[src/rtl/ws2811_stream_encoder.sv]
// WS2811/WS2812 NRZ stream encoder: valid/ready byte stream in, MSB-first timed cells plus latch low out.
// Optional WS_UNDERRUN_CNT_EN adds a saturating 16-bit underrun_cnt output.
module ws2811_stream_encoder #(
    parameter int T_BIT   = 62,
    parameter int T0H     = 13,
    parameter int T1H     = 30,
    parameter int T_RESET = 2600
) (
    input  logic       clk,
    input  logic       rst,
    input  logic [7:0] s_data,
    input  logic       s_valid,
    input  logic       s_last,
    output logic       s_ready,
    output logic       ws_out,
    output logic       busy,
    output logic       underrun
`ifdef WS_UNDERRUN_CNT_EN
    ,
    output logic [15:0] underrun_cnt
`endif
);

    localparam int CW = $clog2(T_RESET + 1);
    localparam logic [CW-1:0] CNT_ZERO  = CW'(0);
    localparam logic [CW-1:0] CNT_ONE   = CW'(1);
    localparam logic [CW-1:0] BIT_END   = CW'(T_BIT - 1);
    localparam logic [CW-1:0] RESET_END = CW'(T_RESET - 1);
    localparam logic [CW-1:0] HIGH_0    = CW'(T0H);
    localparam logic [CW-1:0] HIGH_1    = CW'(T1H);

    if (!(T0H > 0 && T0H < T1H && T1H < T_BIT && T_RESET > T_BIT)) begin : g_cfg_error
        $error("ws2811_stream_encoder: illegal timing parameters");
    end

    typedef enum logic [1:0] {
        IDLE  = 2'd0,
        BIT   = 2'd1,
        GAP   = 2'd2,
        LATCH = 2'd3
    } state_t;

    state_t        state_r, state_s;
    logic [CW-1:0] cnt_r, cnt_s;
    logic [7:0]    sr_r, sr_s;
    logic [2:0]    bit_idx_r, bit_idx_s;
    logic          last_r, last_s;
    logic          accept_s, load_s, underrun_s;
    logic          ready_s, ws_s, busy_s;

    // Ready depends only on where the encoder will be, so it can be registered one cycle early.
    function automatic logic ready_for(input state_t st, input logic [CW-1:0] c,
                                       input logic [2:0] idx, input logic lst);
        logic r;
        case (st)
            IDLE:    r = 1'b1;
            GAP:     r = 1'b1;
            BIT:     r = (c == BIT_END) && (idx == 3'd0) && !lst;
            LATCH:   r = 1'b0;
            default: r = 1'b0;
        endcase
        return r;
    endfunction

    function automatic logic line_for(input state_t st, input logic [CW-1:0] c,
                                      input logic msb);
        logic w;
        if (st == BIT) begin
            w = (c < (msb ? HIGH_1 : HIGH_0));
        end else begin
            w = 1'b0;
        end
        return w;
    endfunction

    assign accept_s = s_valid && s_ready;

    // Next-state, counter and shift-register logic.
    always_comb begin
        state_s    = state_r;
        cnt_s      = cnt_r;
        sr_s       = sr_r;
        bit_idx_s  = bit_idx_r;
        last_s     = last_r;
        load_s     = 1'b0;
        underrun_s = 1'b0;
        case (state_r)
            IDLE: begin
                if (accept_s) begin
                    load_s = 1'b1;
                end else begin
                    state_s = IDLE;
                end
            end
            BIT: begin
                if (cnt_r != BIT_END) begin
                    cnt_s = cnt_r + CNT_ONE;
                end else if (bit_idx_r != 3'd0) begin
                    sr_s      = {sr_r[6:0], 1'b0};
                    bit_idx_s = bit_idx_r - 3'd1;
                    cnt_s     = CNT_ZERO;
                end else if (last_r) begin
                    state_s = LATCH;
                    cnt_s   = CNT_ZERO;
                end else if (accept_s) begin
                    load_s = 1'b1;
                end else begin
                    state_s    = GAP;
                    cnt_s      = CNT_ZERO;
                    underrun_s = 1'b1;
                end
            end
            GAP: begin
                if (accept_s) begin
                    load_s = 1'b1;
                end else if (cnt_r == RESET_END) begin
                    state_s = IDLE;
                    cnt_s   = CNT_ZERO;
                end else begin
                    cnt_s = cnt_r + CNT_ONE;
                end
            end
            LATCH: begin
                if (cnt_r == RESET_END) begin
                    state_s = IDLE;
                    cnt_s   = CNT_ZERO;
                end else begin
                    cnt_s = cnt_r + CNT_ONE;
                end
            end
            default: begin
                state_s = IDLE;
                cnt_s   = CNT_ZERO;
            end
        endcase
        if (load_s) begin
            state_s   = BIT;
            cnt_s     = CNT_ZERO;
            sr_s      = s_data;
            last_s    = s_last;
            bit_idx_s = 3'd7;
        end else begin
            last_s = last_s;
        end
        ready_s = ready_for(state_s, cnt_s, bit_idx_s, last_s);
        ws_s    = line_for(state_s, cnt_s, sr_s[7]);
        busy_s  = (state_s != IDLE);
    end

    // State and registered outputs; outputs reflect the state entered at this edge.
    always_ff @(posedge clk) begin
        if (rst) begin
            state_r   <= IDLE;
            cnt_r     <= CNT_ZERO;
            sr_r      <= 8'h00;
            bit_idx_r <= 3'd0;
            last_r    <= 1'b0;
            s_ready   <= 1'b0;
            ws_out    <= 1'b0;
            busy      <= 1'b0;
            underrun  <= 1'b0;
        end else begin
            state_r   <= state_s;
            cnt_r     <= cnt_s;
            sr_r      <= sr_s;
            bit_idx_r <= bit_idx_s;
            last_r    <= last_s;
            s_ready   <= ready_s;
            ws_out    <= ws_s;
            busy      <= busy_s;
            underrun  <= underrun_s;
        end
    end

`ifdef WS_UNDERRUN_CNT_EN
    // Saturating underrun counter, cleared only by reset.
    always_ff @(posedge clk) begin
        if (rst) begin
            underrun_cnt <= 16'h0000;
        end else if (underrun_s && (underrun_cnt != 16'hFFFF)) begin
            underrun_cnt <= underrun_cnt + 16'h0001;
        end else begin
            underrun_cnt <= underrun_cnt;
        end
    end
`endif

endmodule
[config.mk]
export PLATFORM = sky130hd
export DESIGN_NAME = ws2811_stream_encoder
export DESIGN_NICKNAME = d
export VERILOG_FILES = /design/src/rtl/ws2811_stream_encoder.sv
export SDC_FILE = /design/constraint.sdc
export NUM_CORES = 1
export LEC_CHECK = 0
export CAP_MARGIN = 20
export CORE_MARGIN = 1.5
export CORE_UTILIZATION = 57
export DETAILED_ROUTE_END_ITERATION = 16
export PLACE_DENSITY = 0.79
export SYNTH_ARGS = -nofsm -noshare
export SYNTH_HDL_FRONTEND = slang
export SYNTH_SLANG_ARGS = --single-unit
[constraint.sdc]
create_clock -name clk -period 3.45 [get_ports clk]
set_input_delay 0.69 -clock clk [delete_from_list [all_inputs] [get_ports clk]]
set_output_delay 0.69 -clock clk [all_outputs]
set_load 0.02 [all_outputs]
; Word-level counts from Yosys, hierarchy flattened
; Index checks and enable logic that the tools add are counted.
[word_totals]
rom_bits = 0
word_cells = 75
in_bits = 12
memories = 0
ramBits = 0
latch_bits = 0
regBits = 30
[op_classes]
n_bitwise = 2
mux = 34
n_eq_ne = 10
n_mul = 0
shifts = 0
add_sub_neg = 2
n_div = 0
n_reduce_logical = 16
n_lt_le_gt_ge = 1
[ops]
columns = cell, n
row1 = 12-bit 2-to-1 mux, 7
row2 = 12-bit one-hot mux with 3 select lines, 1
row3 = 8-bit 2-to-1 mux, 4
row4 = 2-bit 2-to-1 mux, 8
row5 = "12-bit by 1-bit adder with 12-bit output, second input constant", 1
row6 = "12-bit equality test, second input constant", 1
row7 = "12-bit by 6-bit equality test with 1-bit output, second input constant", 1
row8 = 12-bit by 5-bit < comparator with 1-bit output, 1
row9 = 3-bit 2-to-1 mux, 4
row10 = "12-bit by 6-bit inequality test with 1-bit output, second input constant", 1
row11 = "2-bit equality test, second input constant", 4
row12 = 2-bit one-hot mux with 4 select lines, 1
row13 = 1-bit 2-to-1 mux, 6
row14 = 2-bit nonzero test, 3
row15 = 2-bit OR reduction, 3
row16 = 5-bit 2-to-1 mux, 1
row17 = 5-bit OR reduction, 1
row18 = "2-bit by 1-bit equality test with 1-bit output, second input constant", 2
row19 = 2-bit logical NOT, 2
row20 = 1-bit logical AND, 3
row21 = 3-bit logical NOT, 1
row22 = 1-bit one-hot mux with 3 select lines, 1
row23 = 3-bit AND reduction, 1
row24 = 3-bit nonzero test, 1
row25 = 5 further kinds, 6

; Logic depth before layout (Yosys ltp)
[logic_depth]
depth_word = 11
ltp_mapped = 12

; Worst setup path before layout
; No wires, ideal clock.
[synth_timing]
path_type = register -> register
from = reg cnt_r[0]
to = reg ws_out
arrival_ns = 2.516
setup_time_ns = 0.086
stages_incl_launch_ff = 12
path_slack_ns = 0.848
required_ns = 3.364
path_buffers = 1
path_cell_list = dfxtp_1 -> ha_1 -> nor3b_2 -> nand4_1 -> nor3_1 -> clkbuf_1 -> a21oi_1 -> o22ai_1 -> ha_1 -> a21oi_1 -> o31ai_1 -> a211oi_1
[synth_between]
elab_chain_cells = 8
elab_cells_between_ends = 26
[synth_rtl]
columns = item, line
row1 = "start, declared", 44  ; logic [CW-1:0] cnt_r, cnt_s;
row2 = "start signal, assigned", 164  ; cnt_r <= cnt_s;
row3 = branches (longest 8 deep; another with 12-bit by 1-bit adder with 12-bit output), --
row4 = "end signal, assigned", 169  ; ws_out <= ws_s;
row5 = "end, declared", 15  ; output logic ws_out,
; Several ways; the timed one is not identified. The select of a mux whose other input is x is not followed.
; A chain may end at the register's enable or synchronous reset.

; Worst setup path in the final report
[layout_timing]
from = reg cnt_r[0]
to = reg s_ready
[layout_between]
elab_chain_cells = 10
elab_cells_between_ends = 33
[layout_rtl]
columns = item, line
row1 = branches (longest 9 deep; another with 12-bit by 1-bit adder with 12-bit output), --
row2 = 1-bit one-hot mux with 3 select lines (*), 55  ; case (st)
row3 = "end signal, assigned", 168  ; s_ready <= ready_s;
row4 = "end, declared", 14  ; output logic s_ready,
; Mark *: on every way between the ends.

==> results_dict.tcl <==
set metrics [dict create \
    status "finished clean" \
    cp-end-kind "flop" \
    r2r-start "cnt_r[0]$_SDFF_PP0_" \
    hold_end "sr_r[5]$_SDFFE_PP0P_" \
    skew_ns 0.00932 \
    gr-usage-all-layers_pct 28.8 \
    worstMarginPinSlew_ns 0.478 \
    grt_pass1_wl_um 7420 \
    cts_hold_buf 0 \
    ff2ff_path_depth 9 \
    p_seq_share_pct 50.6 \
    syn_inst 207 \
    period_needed_ns 2.89 \
    yosys.area.top_type "dfxtp_1" \
    core_area_mm2 0.00283 \
    r2r_setup_slack_ns 0.56 \
    yosysUniqueCellTypes 62 \
    wl_um 4460 \
    ant_nets 0 \
    intPower_w 0.000515 \
    syn_area_mm2 0.00175 \
    ir_drop_mv 0.288 \
    syn_avg_cell_area_um2 8.47 \
    rsz0062_at_grt "false" \
    post_cts_buffers 0 \
    clock_sinks 30 \
    dieArea_mm2 0.00342 \
    drt_first_pass_iters 5 \
    fin_setup_tns_ns 0 \
    hold_depth 2 \
    period_share_pct 83.7 \
    rows 19 \
    synth_most_common_cell "dfxtp_1" \
    drt_iter0_drc 200 \
    cp_max_fo 7 \
    via_count 1748 \
    numCtsBuffers 5 \
    dp_hpwl_um 3290 \
    grt_overflow 0 \
    cts_root_buffer "clkbuf_4" \
    htree_levels 2 \
    synth_edf_count 0 \
    yosysTopAreaCellShare_pct 34.2 \
    ys_seq_area_share_pct 34.2 \
    fin_ws_ns 0.562 \
    cellPowerDensity_mw_per_mm2 373 \
    ys_async_sr_fraction_pct 0 \
    syn-num-nets 224 \
    maxCapViolCount 0 \
    relSlewSlack_pct 67.9 \
    cp-start-kind "flop" \
    power_w 0.000734 \
    r2r-end "s_ready$_SDFF_PP0_" \
    arrival_ns 3.14 \
    fmax_mhz 346 \
    via_per_inst 6.83 \
    synth_flop_cell "dfxtp_1" \
    clkLatencyLatePin_ns 0.35 \
    grt_pass1_vias 1633 \
    ys_ff_latch 30 \
    setup_viol 0 \
    die_y_um 58.5 \
    layout.nets 241 \
    start_util_pct 62.0 \
    hold_path_class "reg -> reg" \
    clockBufferDepth 2 \
    path_clk_slew_ns 0.10 \
    clkPwrFrac_pct 32.0 \
    ys_top_cells_by_count "dfxtp_1 (30), nor2_1 (27), nand2_1 (13)" \
    antenna_found_initial 0 \
    p_leak_nw 0.709 \
    cts_resized 0 \
    drv_slew 0 \
    antenna_cells 0 \
    min_from "sr_r[5]$_SDFFE_PP0P_" \
    area_growth_pct 12.3 \
    drive_gt1_share_pct 15.6 \
    io_pins 16 \
    p_sw_w 0.000220 \
    synth.top_cells.by_area "dfxtp_1 (34%), nor2_1 (5.8%), ha_1 (3.6%)" \
    io_buffers 15 \
    grt_max_degree 23 \
    place.gp.congestion 0.873 \
    critPathKind "reg -> reg" \
    fp.dieW_um 58.5 \
    power_frac_comb_pct 17.4 \
    p_sw_share_pct 29.9 \
    ys_warn_count 0 \
    wl_per_cell_um 17.4 \
    hold_violations 0 \
    dp_slack_ns 0.344 \
    cts_tree "done" \
    crit_required_ns 3.70 \
    drc 0 \
]
[kinds of logic after synthesis]
family	synth area share, %
simple gates	31.5
compound gates	24.2
flops	34.2
buf+inv	4.49
fa+ha+maj	3.57
xor+xnor	1.50
mux	0.571
[layer usage]
layer | vias to the layer above | global-route usage [%] | wire (um)
li1 | 809 | - | -
met1 | 812 | 39.1 | 1940
met2 | 107 | 42.2 | 1980
met3 | 20 | 6.81 | 412
met4 | 0 | 15.0 | 127
met5 | - | 0 | 0
[registers in the layout, summed over array words and instances, names as in the netlist]
signal and flops:
bit_idx_r 3, busy 1, cnt_r 12, last_r 1, s_ready 1, sr_r 8, state_r 2, underrun 1
ws_out 1
[per-stage QoR]
step | instances | cell area [um2] | utilization (%) | hold WS, ns
floorplan | 207 | 1750 | - | 0.453
global placement | 248 | 1910 | 67.4 | 0.471
detailed placement | 248 | 1910 | 67.4 | 0.487
CTS | 256 | 1970 | 69.6 | 0.517
global route | 256 | 1970 | 69.6 | 0.546
finish | 256 | 1970 | 69.6 | 0.522
[area by class of cell]
class / instances / area [um2]
multi-input combinational: 164 / 1070
fill: 228 / 860
sequential: 30 / 601
timing repair buffer: 18 / 173
clock buffer: 6 / 51.3
tap: 31 / 38.8
inverter: 5 / 18.8
clock inverter: 2 / 12.5
[power by group through the flow]
stage / registers, W / clock network, W / logic, W
finish: 0.000372 / 0.000235 / 0.000128
global route: 0.000373 / 0.000253 / 0.000140
CTS: 0.000371 / 0.000239 / 0.000126
detailed placement: 0.000379 / 0 / 0.000124
global placement: 0.000378 / 0 / 0.000120
floorplan: 0.000378 / 0 / 0.0000828
[how the worst max path moves through the flow]
stage / startpoint / end / slack [ns] / cells past startpoint
2_1_floorplan: cnt_r[0]$_SDFF_PP0_ / ws_out$_SDFF_PP0_ / 0.85 / 11
5_1_grt: cnt_r[0]$_SDFF_PP0_ / ws_out$_SDFF_PP0_ / 0.33 / 10
4_1_cts: cnt_r[0]$_SDFF_PP0_ / s_ready$_SDFF_PP0_ / 0.57 / 9
6_report: cnt_r[0]$_SDFF_PP0_ / s_ready$_SDFF_PP0_ / 0.56 / 9
3_5_place_dp: s_valid / s_ready$_SDFF_PP0_ / 0.34 / 8
3_3_place_gp: s_valid / s_ready$_SDFF_PP0_ / 0.39 / 8
[layout by cell type, fill, tap and decap left out, types with 5 or more instances in the layout]
cell type / count
a21oi_1: 12
a222oi_1: 6
clkbuf_4: 5
clkdlybuf4s50_1: 15
dfxtp_1: 30
ha_1: 5
inv_1: 5
nand2_1: 13
nor2_1: 27
nor2b_1: 8
nor3_1: 7
o21ai_0: 11
[worst max-delay path, stage by stage (launching register included)]
cell,delay [ns]
dfxtp_1,0.45
ha_1,0.31
and4bb_4,0.29
nand4_2,0.15
a21oi_4,0.28
nor2_2,0.13
a311oi_2,0.31
a31oi_1,0.12
or4_4,0.44
o41ai_2,0.32
No activity file was read; power rests on OpenSTA's default activity.
==> RTL edit 1 (same flow settings) <==
Change the parameter `T_RESET` from 2600 to 10400.
--- a/src/rtl/ws2811_stream_encoder.sv
+++ b/src/rtl/ws2811_stream_encoder.sv
@@ -5,5 +5,5 @@
     parameter int T0H     = 13,
     parameter int T1H     = 30,
-    parameter int T_RESET = 2600
+    parameter int T_RESET = 10400
 ) (
     input  logic       clk,
Formal check against the unedited RTL: same outputs for any inputs over 10 cycles, from zero or initial values and one cycle with rst high; that may be too few to reach the edited logic, so the function may still have changed.
==> RTL edit 1 against the unedited design <==
  * Sequential cell count is 2 higher
  * Final cell count rose by 21%
  * Critical path depth up 1
  * Power rose by 1.1%
  * Maximum frequency fell by 6.2%
  * Global-route usage up 0.43 points
  * Utilization fell by 2.8 points
  * Setup slack worse by 0.19 ns
  * Highest routed layer unchanged
  * Worst hold slack lost 0.064 ns
  * Synthesized area increased by 12%
  * First-iteration DRC count is 17% lower
  * Critical endpoint is now ws_out
  * Final area rose by 12%
  * Wire length rose by 9.5%
  * Clock skew grew 0.0041 ns
  * Critical path type unchanged
==> RTL edit 1: results (changes against the unedited design) <==
| Metric | Value |
|---|---|
| Worst hold path type | reg2reg |
| Maximum VDD drop | 0.247 mV (-14%) |
| Crit-path slowest cell | dfxtp_1 |
| Register area share after synthesis | 32.6% (-1.6 points) |
| Largest net degree at the start of global routing | 22 (-4.3%) |
| Final cell count without fillers | 310 (+21%) |
| Clk slew on worst S/H paths | 0.10 ns (about the same) |
| WL final | 4.89 mm (+9.5%) |
| Clock buffer depth | 2 (unchanged) |
| Vias in the first global route | 1666 (+2.0%) |
| Synth cell count leaders | dfxtp_1, nand2_1, nor2_1 |
| Post-DP Area | 2130 µm² (+12%) |
| Fill cells | 306 (+34%) |
| Drt first-iter violations | 166 (-17%) |
| Rel. slew slack | 38.0% (-30 points) |
| Layout cell share with drive strength beyond 1 | 12.1% (-3.4 points) |
| Top flop regs | cnt_r (14), sr_r (8), bit_idx_r (3) |
| Placed cells | 299 (+21%) |
| Status | finished clean |
| Vias | 1921 (+9.9%) |
| Post-synthesis average cell area | 7.95 µm² (-6.2%) |
| Slowest Stage Delay on Critical Path | 0.48 ns (+0.03 ns) |
| # diodes | 0 (unchanged) |
| Synth area leaders | dfxtp_1, a21oi_1, nand2_1 |
| GRT Total Usage | 29.2% (+0.43 points) |
| CP top delay family | simple AND/OR/NAND/NOR gates |
| Clk Latency, worst-skew pair | 0.34 ns |
| P&R area growth vs syn | 12.7% |
| Leakage | 0.775 nW (+9.4%) |
| Syn_nets | 265 (+18%) |
| Global-route wire length before repair | 8.02 mm (+8.0%) |
| Pre-CTS setup slack | 0.324 ns (-0.0206 ns) |
| CP Data Arrival Time | 3.32 ns (+0.18 ns) |
| Worst-path fanout max | 8 (+1) |
| Clk_skew | 0.0134 ns (+0.00408 ns) |
| Synth cell types | 59 (-4.8%) |
| Drt pass-1 iters | 5 (unchanged) |
| P_int | 0.536 mW (+4.1%) |
| Layout Nets | 281 (+17%) |
| Routability congestion estimate | 0.953 (+9.1%) |
| Detailed Place HPWL | 3.59 mm (+9.1%) |
-- RTL edit 1: cell types whose count changed in the layout (fill, tap and decap cells not counted), moves of 3 or more --
cell and change:
xnor2_1 +3, nand2_1 +13, a31oi_1 -3, a21oi_1 +11
buf_4 +6, nor2b_1 -3, nand3_1 +4, a22oi_1 +6
o21ai_0 +3, o31ai_1 -4, a222oi_1 -6, nand4_1 +5
-- RTL edit 1: area by class of cell --
class,instances,area share [%]
clock buffer,8,2.66
inverter,6,1.02
multi-input combinational,194,54.9
sequential,32,29.0
tap,46,2.60
timing repair buffer,24,9.84
-- RTL edit 1: power groups by stage --
stage	clock (mW)	sequential [mW]	combinational, mW
2_1_floorplan	0	0.403	0.0768
3_3_place_gp	0	0.401	0.122
3_5_place_dp	0	0.401	0.123
4_1_cts	0.226	0.392	0.124
5_1_grt	0.242	0.394	0.139
6_report	0.224	0.392	0.126
-- RTL edit 1: path summary, 6_finish.rpt --
check / startpoint / to / slack [ns] / cells past startpoint
max reg2reg: cnt_r[0] / ws_out / 0.37 / 10
min: sr_r[1] / sr_r[2] / 0.46 / 2
max: cnt_r[0] / ws_out / 0.37 / 10
min reg2reg: sr_r[1] / sr_r[2] / 0.46 / 2
-- RTL edit 1: cells by family after synthesis --
group | after synthesis | synth area share [%]
mux | 3 | 1.59
compound gates | 69 | 23.5
flops | 32 | 32.6
buf+inv | 21 | 5.48
xor+xnor | 6 | 2.68
simple gates | 110 | 30.3
fa+ha+maj | 6 | 3.82
-- RTL edit 1: layer usage --
metal | up-vias | global-route usage (%) | share of wire (%)
met1 | 899 | 38.5 | 42
li1 | 937 | - | -
met5 | - | 0 | 0
met2 | 77 | 46.0 | 49
met3 | 8 | 7.56 | 7.0
met4 | 0 | 10.6 | 1.9
==> RTL edit 2 (same settings) <==
Made on the original files. `sr_r` no longer has a reset.
--- a/src/rtl/ws2811_stream_encoder.sv
+++ b/src/rtl/ws2811_stream_encoder.sv
@@ -153,5 +153,4 @@
             state_r   <= IDLE;
             cnt_r     <= CNT_ZERO;
-            sr_r      <= 8'h00;
             bit_idx_r <= 3'd0;
             last_r    <= 1'b0;
@@ -163,5 +162,4 @@
             state_r   <= state_s;
             cnt_r     <= cnt_s;
-            sr_r      <= sr_s;
             bit_idx_r <= bit_idx_s;
             last_r    <= last_s;
@@ -171,4 +169,8 @@
             underrun  <= underrun_s;
         end
+    end
+
+    always_ff @(posedge clk) begin
+        sr_r <= sr_s;
     end
 
Formal check against the unedited RTL: same outputs for any inputs over 10 cycles, from zero or initial values and one cycle with rst high; that may be too few to reach the edited logic, so the function may still have changed.
==> RTL edit 2 against the unedited design <==
  * Non-clock buffer count grew 8
  * Final cell count rose by 11%
  * Global-route usage is 1.1 points higher
  * Critical path type unchanged
  * Critical path depth is 2 higher
  * Power is 4.0% lower
  * Synthesized area is 4.4% higher
  * Count of clock-buffer cells in the layout is 1 lower
  * Sequential cell count is the same
  * Wire length rose by 9.9%
  * Largest power group unchanged
  * Setup slack got worse by 0.33 ns
  * Final area up 8.6%
  * First-iteration DRC count down 37%
  * Sequential power increased by 4%
==> RTL edit 2: results (changes against the unedited design) <==
| Metric | Value |
|---|---|
| Status | finished clean |
| Syn_nets | 233 (+4.0%) |
| Layout cell share with drive strength beyond 1 | 14.9% (-0.62 points) |
| Vias in the first global route | 1708 (+4.6%) |
| Power Total | 0.705 mW (-4.0%) |
| Largest net degree at the start of global routing | 16 (-30%) |
| Pre-CTS setup slack | 0.0584 ns (-0.286 ns) |
| Synth cell count leaders | nor2_1, dfxtp_1, a21oi_1 |
| WL final | 4.90 mm (+9.9%) |
| Comb pwr share | 16.5% (-0.9 points) |
| Compound-gate portion of the synthesized area | 22.6% (-1.6 points) |
| Worst reg2reg path endpoint | ws_out |
| Hold path depth | 1 (-1) |
| Period utilisation layout | 93.3% (+9.6 points) |
| WL met2 | 2.36 mm (+19%) |
| Leakage | 0.742 nW (+4.8%) |
| Detailed Place HPWL | 3.74 mm (+14%) |
| Register area share after synthesis | 36.6% (+2.4 points) |
| Worst-path fanout max | 8 (+1) |
| Layout Nets | 257 (+6.6%) |
| Wl on met1 | 1.91 mm (-1.3%) |
| GRT Total Usage | 29.9% (+1.1 points) |
| P_int | 0.506 mW (-1.7%) |
| Placed cells | 277 (+12%) |
| Fill cells | 263 (+15%) |
| Met3 wire length | 451 µm (+9.5%) |
| Synth area leaders | dfxtp_1, edfxtp_1, nor2_1 |
| Maximum VDD drop | 0.172 mV (-40%) |
| FF-to-FF setup slack | 0.23 ns (-0.33 ns) |
| Proportion of synthesized area in mux cells | 1.71% (+1.1 points) |
| Post-synth ARST share | 0% (unchanged) |
| CP top delay family | simple AND/OR/NAND/NOR gates |
| Clk_skew | 0.00916 ns (-0.000166 ns) |
| Crit-path slowest cell | or4bb_1 |
| Drt first-iter violations | 126 (-37%) |
| Worst-margin pin slew | 0.685 ns (+0.207 ns) |
| Post-DP Area | 2080 µm² (+9.2%) |
| Slowest Stage Delay on Critical Path | 0.55 ns (+0.10 ns) |
| Clk Latency, worst-skew pair | 0.33 ns (-0.02 ns) |
| DR WL/cell | 17.2 µm (-1.3%) |
| Synth Area in Adders | 3.42% (-0.15 points) |
| Synth cell types | 52 (-16%) |
| # Post-CTS Setup Buffers | 0 (unchanged) |
| Vias | 1826 (+4.5%) |
| Global-route wire length before repair | 7.83 mm (+5.5%) |
| Seq. pwr | 0.387 mW (+4%) |
| Synth Instances | 216 (+4.3%) |
| Post-synth EDFFs | 7 (+7) |
| Routability congestion estimate | 0.976 (+12%) |
| Xor-xnor portion of the synthesized cell area | 1.91% (+0.42 points) |
## RTL edit 2: changes by cell type after synthesis, sizes merged, moves of 4 or more
cell,unedited run,this run
dfxtp,30,23
a22o,0,6
a222oi,6,0
inv,5,10
o21ai,13,7
a31oi,4,0
or2,2,6
edfxtp,0,7
nor3b,4,0
## RTL edit 2: layout make-up
class	instances	area, µm²	area share (%)
clock buffer	5	37.5	1.75
clock inverter	3	16.3	0.760
inverter	10	37.5	1.75
multi-input combinational	167	1090	50.9
sequential	30	672	31.4
tap	44	55.1	2.57
timing repair buffer	26	233	10.9
## RTL edit 2: repair_timing
item / in CTS / in global routing
endpoints found under the setup margin: 0 / 1
resized for setup: 0 / 2
hold endpoints to repair: 0 / 0
## RTL edit 2: how the worst min path moves through the flow
| stage | slack, ns | endpoint | startpoint |
|---|---|---|---|
| 2_1_floorplan | 0.49 | last_r | last_r |
| 3_3_place_gp | 0.52 | sr_r[1] | sr_r[0] |
| 3_5_place_dp | 0.53 | sr_r[1] | sr_r[0] |
| 4_1_cts | 0.56 | sr_r[1] | sr_r[0] |
| 5_1_grt | 0.57 | sr_r[1] | sr_r[0] |
| 6_report | 0.56 | sr_r[1] | sr_r[0] |
## RTL edit 2: logic make-up (layout without fill, tap and decap cells)
kind of cell / count (synthesis) / after routing
XOR/XNOR: 4 / 4
AO/OA/AOI/OAI: 58 / 58
multiplexers: 3 / 3
flip-flops: 30 / 30
adder cells (fa/ha/maj): 5 / 5
buffers and inverters: 19 / 44
AND/OR/NAND/NOR: 97 / 97
## RTL edit 2: layer usage
metal | global-route usage, % | vias to the layer above
li1 | - | 858
met1 | 35.1 | 851
met2 | 48.8 | 100
met3 | 8.66 | 17
met4 | 15.9 | 0
met5 | 0 | -
